[config.mk]
export PLATFORM = sky130hd
export DESIGN_NAME = div
export DESIGN_NICKNAME = d
export VERILOG_FILES = /design/src/rtl/div.sv
export SDC_FILE = /design/constraint.sdc
export NUM_CORES = 1
export LEC_CHECK = 0
export ABC_CLOCK_PERIOD_IN_PS = 6900
export CAP_MARGIN = 20
export CORE_AREA = 2 2 198 200
export DETAILED_ROUTE_END_ITERATION = 7
export DIE_AREA = 0 0 200 202
export GPL_TIMING_DRIVEN = 0
export PLACE_DENSITY_LB_ADDON = 0.12
export SLEW_MARGIN = 20
export SYNTH_ARGS = -nofsm -noshare
export SYNTH_HDL_FRONTEND = slang
export SYNTH_SLANG_ARGS = --single-unit
[constraint.sdc]
create_clock -name clk -period 6.9 [get_ports clk]
set_clock_uncertainty 0.2 [all_clocks]
set_input_delay 1.38 -clock clk [delete_from_list [all_inputs] [get_ports clk]]
set_output_delay 1.38 -clock clk [all_outputs]
set_load 0.05 [all_outputs]
[src/rtl/div.sv]
// rtl/div.sv - 32-bit multi-cycle restoring divider for DIV/DIVU.
// One quotient bit per cycle; ready_o and result_o hold in END until start_i drops.
module div #(
  parameter int WIDTH = 32
) (
  input  logic               clk,
  input  logic               rst,
  input  logic               signed_div_i,
  input  logic [WIDTH-1:0]   opdata1_i,
  input  logic [WIDTH-1:0]   opdata2_i,
  input  logic               start_i,
  input  logic               annul_i,
  output logic [2*WIDTH-1:0] result_o,
  output logic               ready_o
);

  localparam logic [1:0] S_FREE   = 2'b00;
  localparam logic [1:0] S_BYZERO = 2'b01;
  localparam logic [1:0] S_ON     = 2'b10;
  localparam logic [1:0] S_END    = 2'b11;
  localparam int CW = $clog2(WIDTH) + 1;

  logic [1:0]       state;
  logic [CW-1:0]    cnt;
  logic [2*WIDTH:0] sreg;
  logic [WIDTH-1:0] divisor;
  logic             neg_q;
  logic             neg_r;

  logic [WIDTH-1:0] op1_abs;
  logic [WIDTH-1:0] op2_abs;
  logic [WIDTH:0]   trial;
  logic [WIDTH-1:0] quo;
  logic [WIDTH-1:0] rem;
  logic [WIDTH-1:0] quo_fix;
  logic [WIDTH-1:0] rem_fix;

  assign op1_abs = (signed_div_i && opdata1_i[WIDTH-1]) ? (~opdata1_i + 1'b1) : opdata1_i;
  assign op2_abs = (signed_div_i && opdata2_i[WIDTH-1]) ? (~opdata2_i + 1'b1) : opdata2_i;

  // Upper window minus divisor; bit WIDTH set means the subtraction borrowed.
  assign trial = {1'b0, sreg[2*WIDTH-1:WIDTH]} - {1'b0, divisor};

  assign quo     = sreg[WIDTH-1:0];
  assign rem     = sreg[2*WIDTH:WIDTH+1];
  assign quo_fix = neg_q ? (~quo + 1'b1) : quo;
  assign rem_fix = neg_r ? (~rem + 1'b1) : rem;

  always_ff @(posedge clk or negedge rst) begin
    if (!rst) begin
      state    <= S_FREE;
      cnt      <= '0;
      sreg     <= '0;
      divisor  <= '0;
      neg_q    <= 1'b0;
      neg_r    <= 1'b0;
      ready_o  <= 1'b0;
      result_o <= '0;
    end else begin
      case (state)
        S_FREE: begin
          ready_o  <= 1'b0;
          result_o <= '0;
          if (start_i && !annul_i) begin
            sreg    <= {WIDTH'(0), op1_abs, 1'b0};
            divisor <= op2_abs;
            neg_q   <= signed_div_i && (opdata1_i[WIDTH-1] ^ opdata2_i[WIDTH-1]);
            neg_r   <= signed_div_i && opdata1_i[WIDTH-1];
            cnt     <= '0;
            state   <= (opdata2_i == '0) ? S_BYZERO : S_ON;
          end
        end
        S_BYZERO: begin
          if (annul_i) begin
            state <= S_FREE;
          end else begin
            state    <= S_END;
            ready_o  <= 1'b1;
            result_o <= '0;
          end
        end
        S_ON: begin
          if (annul_i) begin
            state <= S_FREE;
          end else if (cnt != CW'(WIDTH)) begin
            if (trial[WIDTH]) begin
              sreg <= {sreg[2*WIDTH-1:0], 1'b0};
            end else begin
              sreg <= {trial[WIDTH-1:0], sreg[WIDTH-1:0], 1'b1};
            end
            cnt <= cnt + 1'b1;
          end else begin
            state    <= S_END;
            ready_o  <= 1'b1;
            result_o <= {rem_fix, quo_fix};
          end
        end
        S_END: begin
          if (!start_i) begin
            state    <= S_FREE;
            ready_o  <= 1'b0;
            result_o <= '0;
          end
        end
        default: state <= S_FREE;
      endcase
    end
  end

endmodule

Yosys cells after proc, flatten, opt, wreduce, memory -nomap -nowiden. Cells that the tools add are included. Widths: inputs -> output; s select.

Register bits after elaboration: 172. Bits of input ports: 69. Output and inout bits: 65. Word-level logic and storage cells: 72.

Add/subtract/negate cells: 6. Eq/ne operators: 11. Mux-type cells: 30. Bitwise logic cells: 5. Reduce and logical (&&, ||, !) cells: 12.

Operators by type and width (number): $mux 65 (4); $mux 64 (4); $pmux 64 s4 (1); $pmux 65 s2 (1); $add 32x1->32 const B (4); $mux 32 (4); $not 32->32 (4); $sub 32x32->33 (1); $logic_not 32->1 (1); $mux 6 (3); $mux 2 (6); $ne 2x2->1 const B (6); $pmux 6 s2 (1); $pmux 2 s4 (1); $reduce_and 4->1 (2); $add 6x1->6 const B (1); $ne 6x6->1 const B (1); $eq 2x2->1 const B (2); $logic_and 1x1->1 (4); $mux 1 (4); $pmux 1 s4 (1); $ne 3x3->1 const B (1); $reduce_and 3->1 (1); $eq 2x1->1 const B (1); other kinds (5) (5).

Depth between registers and ports, before layout.
Word-level depth: 6. Gate-level depth with buffers: 15. Depth with buffers taken out: 13.

Worst setup path before layout. Ideal clock, no wire load.

Path type: input to register. Start point: input opdata2_i[6]. End point: register divisor[26]. Setup time: 0.135 ns. Data arrival time: 3.047 ns. Data required time: 6.565 ns. Path slack: 3.518 ns. Cell stages on the path: 8. Path buffers: 0. Path through: or4_4 -> nor4_2 -> nand2_1 -> nor3_1 -> a21oi_1 -> nor2_1 -> xor2_1 -> o21ai_0.

Word-level cells in the longest chain between the ends: 3.

Ends and longest elaborated chain: from (decl) (RTL line 10) `input logic [WIDTH-1:0] opdata2_i,`; $not 32->32 (RTL line 39) `assign op2_abs = (signed_div_i && opdata2_i[WIDTH-1]) ? (~opdata2_i + 1'b1) : opdata2_i;`; $add 32x1->32 (RTL line 39); $mux 32 (RTL line 39); to (signal assigned) (RTL line 66) `divisor <= op2_abs;`; to (decl) (RTL line 26) `logic [WIDTH-1:0] divisor;`.

Every way passes these cells. A chain may end at the register's enable or synchronous reset.

Final worst setup path.
Start point: input opdata2_i[3]. End point: register state[0].

Word-level cells in the longest chain between the ends: 4.

Ends and longest elaborated chain: $logic_not 32->1 (RTL line 70) `state <= (opdata2_i == '0) ? S_BYZERO : S_ON;`; $mux 2 (RTL line 70); $mux 2 (RTL line 64) `if (start_i && !annul_i) begin`; $pmux 2 s4 (RTL line 60) `case (state)`; to (signal assigned) (RTL line 70); to (decl) (RTL line 23) `logic [1:0] state;`.

Every way passes these cells. The select of a mux whose other input is x is not followed.

==> flow_summary.yaml <==
power_and_ir_drop:
  seqPwrFrac: 0.243
  irDropWorstVdd_mv: 0.1782
  p_int_mw: 3.828
  p_clk_frac: 0.127
  power_mw: 7.691
  power.switching_mw: 3.863
  power_leakage_nw: 5.761
  power_density_nw_per_um2: 552.1
  p_sw_frac: 0.5023
  combPwrFrac: 0.630
clock_tree:
  clkTransAtPathRegs_ns: 0.08
  post-cts-setup-buffers: 0
  ctsResizeCount: 0
  numClockSinks: 172
  cts_root_buf: "clkbuf_16"
  cts_max_level: 4
  cts_buffer_depth: 2
  tritoncts: "done"
  clock_latency_ns: 0.45
  hold_buffers: 0
  cts_made_buffers: 17
critical_path:
  crit_type: "input pin to flip-flop"
  endpoint_kind: "flip-flop"
  path_buf_inv: 1
  worstPathMaxFanout: 5
  critPathArrivalTime_ns: 4.24
  worstPathRequired_ns: 7.08
  cpMaxStageDelayCell: "nor4_1"
  crit_family: "simple AND/OR/NAND/NOR gates"
  crit_cells: 9
  r2r_cells: 10
  cp_common_cell: "nand2_1"
  path_cells: "clkdlybuf4s50_1 -> or4_4 -> nor4_2 -> nand2_1 -> nor4_1 -> nand3b_1 -> o21bai_1 -> nand2_1 -> o21ai_1"
  slowest_delay_ns: 0.60
  crit_path_start_kind: "input pin"
die:
  rows: 72
  dieArea_um2: 40400
  start_util: 0.2964
  coreArea_um2: 38290
  dieWidth_um: 200
  ios: 134
  die_y_um: 202
yosys:
  synth_top_cell_by_area: "dfrtp_1"
  synthCells: 1330
  synth_most_common_cell: "nand2_1"
  async_flop_share: 1.000
  ys_seq_area_frac: 0.3793
  netlist_area_um2: 11350
  ys_types: 74
  synth_top_area_share: 0.3793
  ys_warn_count: 0
  syn_area_per_cell_um2: 8.532
  synth_edf_count: 0
  synthTopCellsByArea: "dfrtp_1, o21ai_0, nand2_1"
  synth_common_cells: "nand2_1, dfrtp_1, o21ai_0"
  synth_nets: 1443
  yosys_most_used_dff: "dfrtp_1"
  synth-seq-cells: 172
timing:
  post-route-period-util: 0.5889
  holdWs_ns: 0.2760
  tightest_slew_ns: 0.9811
  finalSetupViolations: 0
  relSlewSlack: 0.3435
  fmaxAchievable_mhz: 246.1
  rsz0062_at_grt: "false"
  slew_violations: 0
  hold_viol_final: 0
  postLayoutSetupSlackWorst_ns: 2.837
  min_period_ns: 4.063
routing:
  wl_per_cell_um: 17.72
  dr.pass1.iters: 5
  drt-total-wl_mm: 35.66
  drt_iter0_drc: 587
  drc: 0
  num_vias: 9919
  ant_nets: 0
  via_per_inst: 4.927
global_route:
  grtUsageMet1: 0.2399
  grt_pass1_vias: 10020
  met3_usage: 0.02286
  antenna_found_initial: 0
  busiest_layer: "met2"
  gr-total-overflow: 0
  grtUsageTotal: 0.1802
  use_met2: 0.3032
  grt_max_degree: 90
  grt_pass1_wl_mm: 55.96
final_layout:
  antenna_cells: 0
  fin_util: 0.3639
  design_area_um2: 13930
  synthToLayoutAreaGrowth_pct: 22.78
  n_fill_cell: 4022
  nets: 1596
  layout-drive-gt1-share: 0.05819
worst_hold_path:
  worstHoldPathType: "flip-flop to flip-flop"
  hold_depth: 2
status:
  status: "completed"
place:
  dp_slack_ns: 2.344
  post_dp_cell_area_um2: 13360
  place_congestion: 0.8342
  port_buffers: 133
  hpwlAfterDp_mm: 27.76
flow_run:
  drv_cap: 0
-- flip-flops by register name, indices dropped and copies added, names as in the netlist --
signal	count
sreg	65
result_o	64
divisor	32
cnt	6
state	2
neg_q	1
neg_r	1
ready_o	1
-- layer usage --
layer,vias to the layer above,share of wire,routed length (um)
met2,182,0.48,17000
met3,41,0.034,1223
met1,4708,0.47,16700
met5,-,0,0
met4,0,0.021,737
li1,4988,-,-
-- power groups by stage --
stage | combinational [mW] | sequential (mW) | clock (mW)
2_1_floorplan | 3.22 | 2.12 | 0
3_3_place_gp | 4.85 | 1.88 | 0
3_5_place_dp | 4.87 | 1.89 | 0
4_1_cts | 4.89 | 1.87 | 1.00
5_1_grt | 5.41 | 1.93 | 1.04
6_report | 4.85 | 1.87 | 0.978
-- through the flow --
stage | std cells | TNS (ns)
finish | 2013 | 0
global route | 2013 | 0
CTS | 2013 | 0
detailed placement | 1982 | 0
global placement | 1981 | -580.91
floorplan | 1330 | 0
-- kinds of logic (layout without fill, tap and decap cells) --
| kind of cell | count (synthesis) | in the layout | synth area share |
|---|---|---|---|
| compound gates | 415 | 415 | 0.2297 |
| fa+ha+maj | 44 | 44 | 0.04918 |
| buf+inv | 128 | 293 | 0.05116 |
| mux | 12 | 12 | 0.01070 |
| flops | 172 | 172 | 0.3793 |
| simple gates | 414 | 414 | 0.1680 |
| xor+xnor | 145 | 145 | 0.1119 |
-- area by class of cell --
type | instances | area [um^2] | area share
multi-input combinational | 1030 | 6462 | 0.4639
sequential | 172 | 4304 | 0.3089
timing repair buffer | 134 | 1364 | 0.09789
tap | 518 | 648.1 | 0.04652
clock buffer | 17 | 425.4 | 0.03053
buffer | 68 | 355.3 | 0.02551
inverter | 60 | 225.2 | 0.01617
clock inverter | 14 | 147.6 | 0.01060
-- worst paths after layout --
path	from	end	slack, ns
min	result_o[13]$_DFFE_PN0P_	result_o[13]$_DFFE_PN0P_	0.28
min in group asynchronous	rst	result_o[5]$_DFFE_PN0P_	0.73
max	opdata2_i[3]	state[0]$_DFFE_PN0P_	2.84
max reg2reg	cnt[0]$_DFFE_PN0P_	sreg[58]$_DFFE_PN0P_	3.43
max in group asynchronous	rst	sreg[23]$_DFFE_PN0P_	4.85
min reg2reg	result_o[13]$_DFFE_PN0P_	result_o[13]$_DFFE_PN0P_	0.28
-- cells in the final DEF, fill, tap and decap left out, types with 49 or more instances in the layout --
master           count
nand2_1            200
dfrtp_1            172
o21ai_0            153
clkdlybuf4s50_1    132
xnor2_1             81
a21oi_1             74
nor2_1              74
xor2_1              64
inv_1               60
clkbuf_1            49
-- worst reg2reg max path, stage by stage (launching register included) --
cell and delay, ns:
dfrtp_1 0.42, inv_1 0.07, ha_1 0.15, nand2_1 0.05, o41ai_1 0.66, nor2_1 0.46, nor2_1 0.23, buf_2 0.28
buf_1 0.66, nand2_1 0.13, nand3_1 0.10
Power figures use the tool's default switching activity.
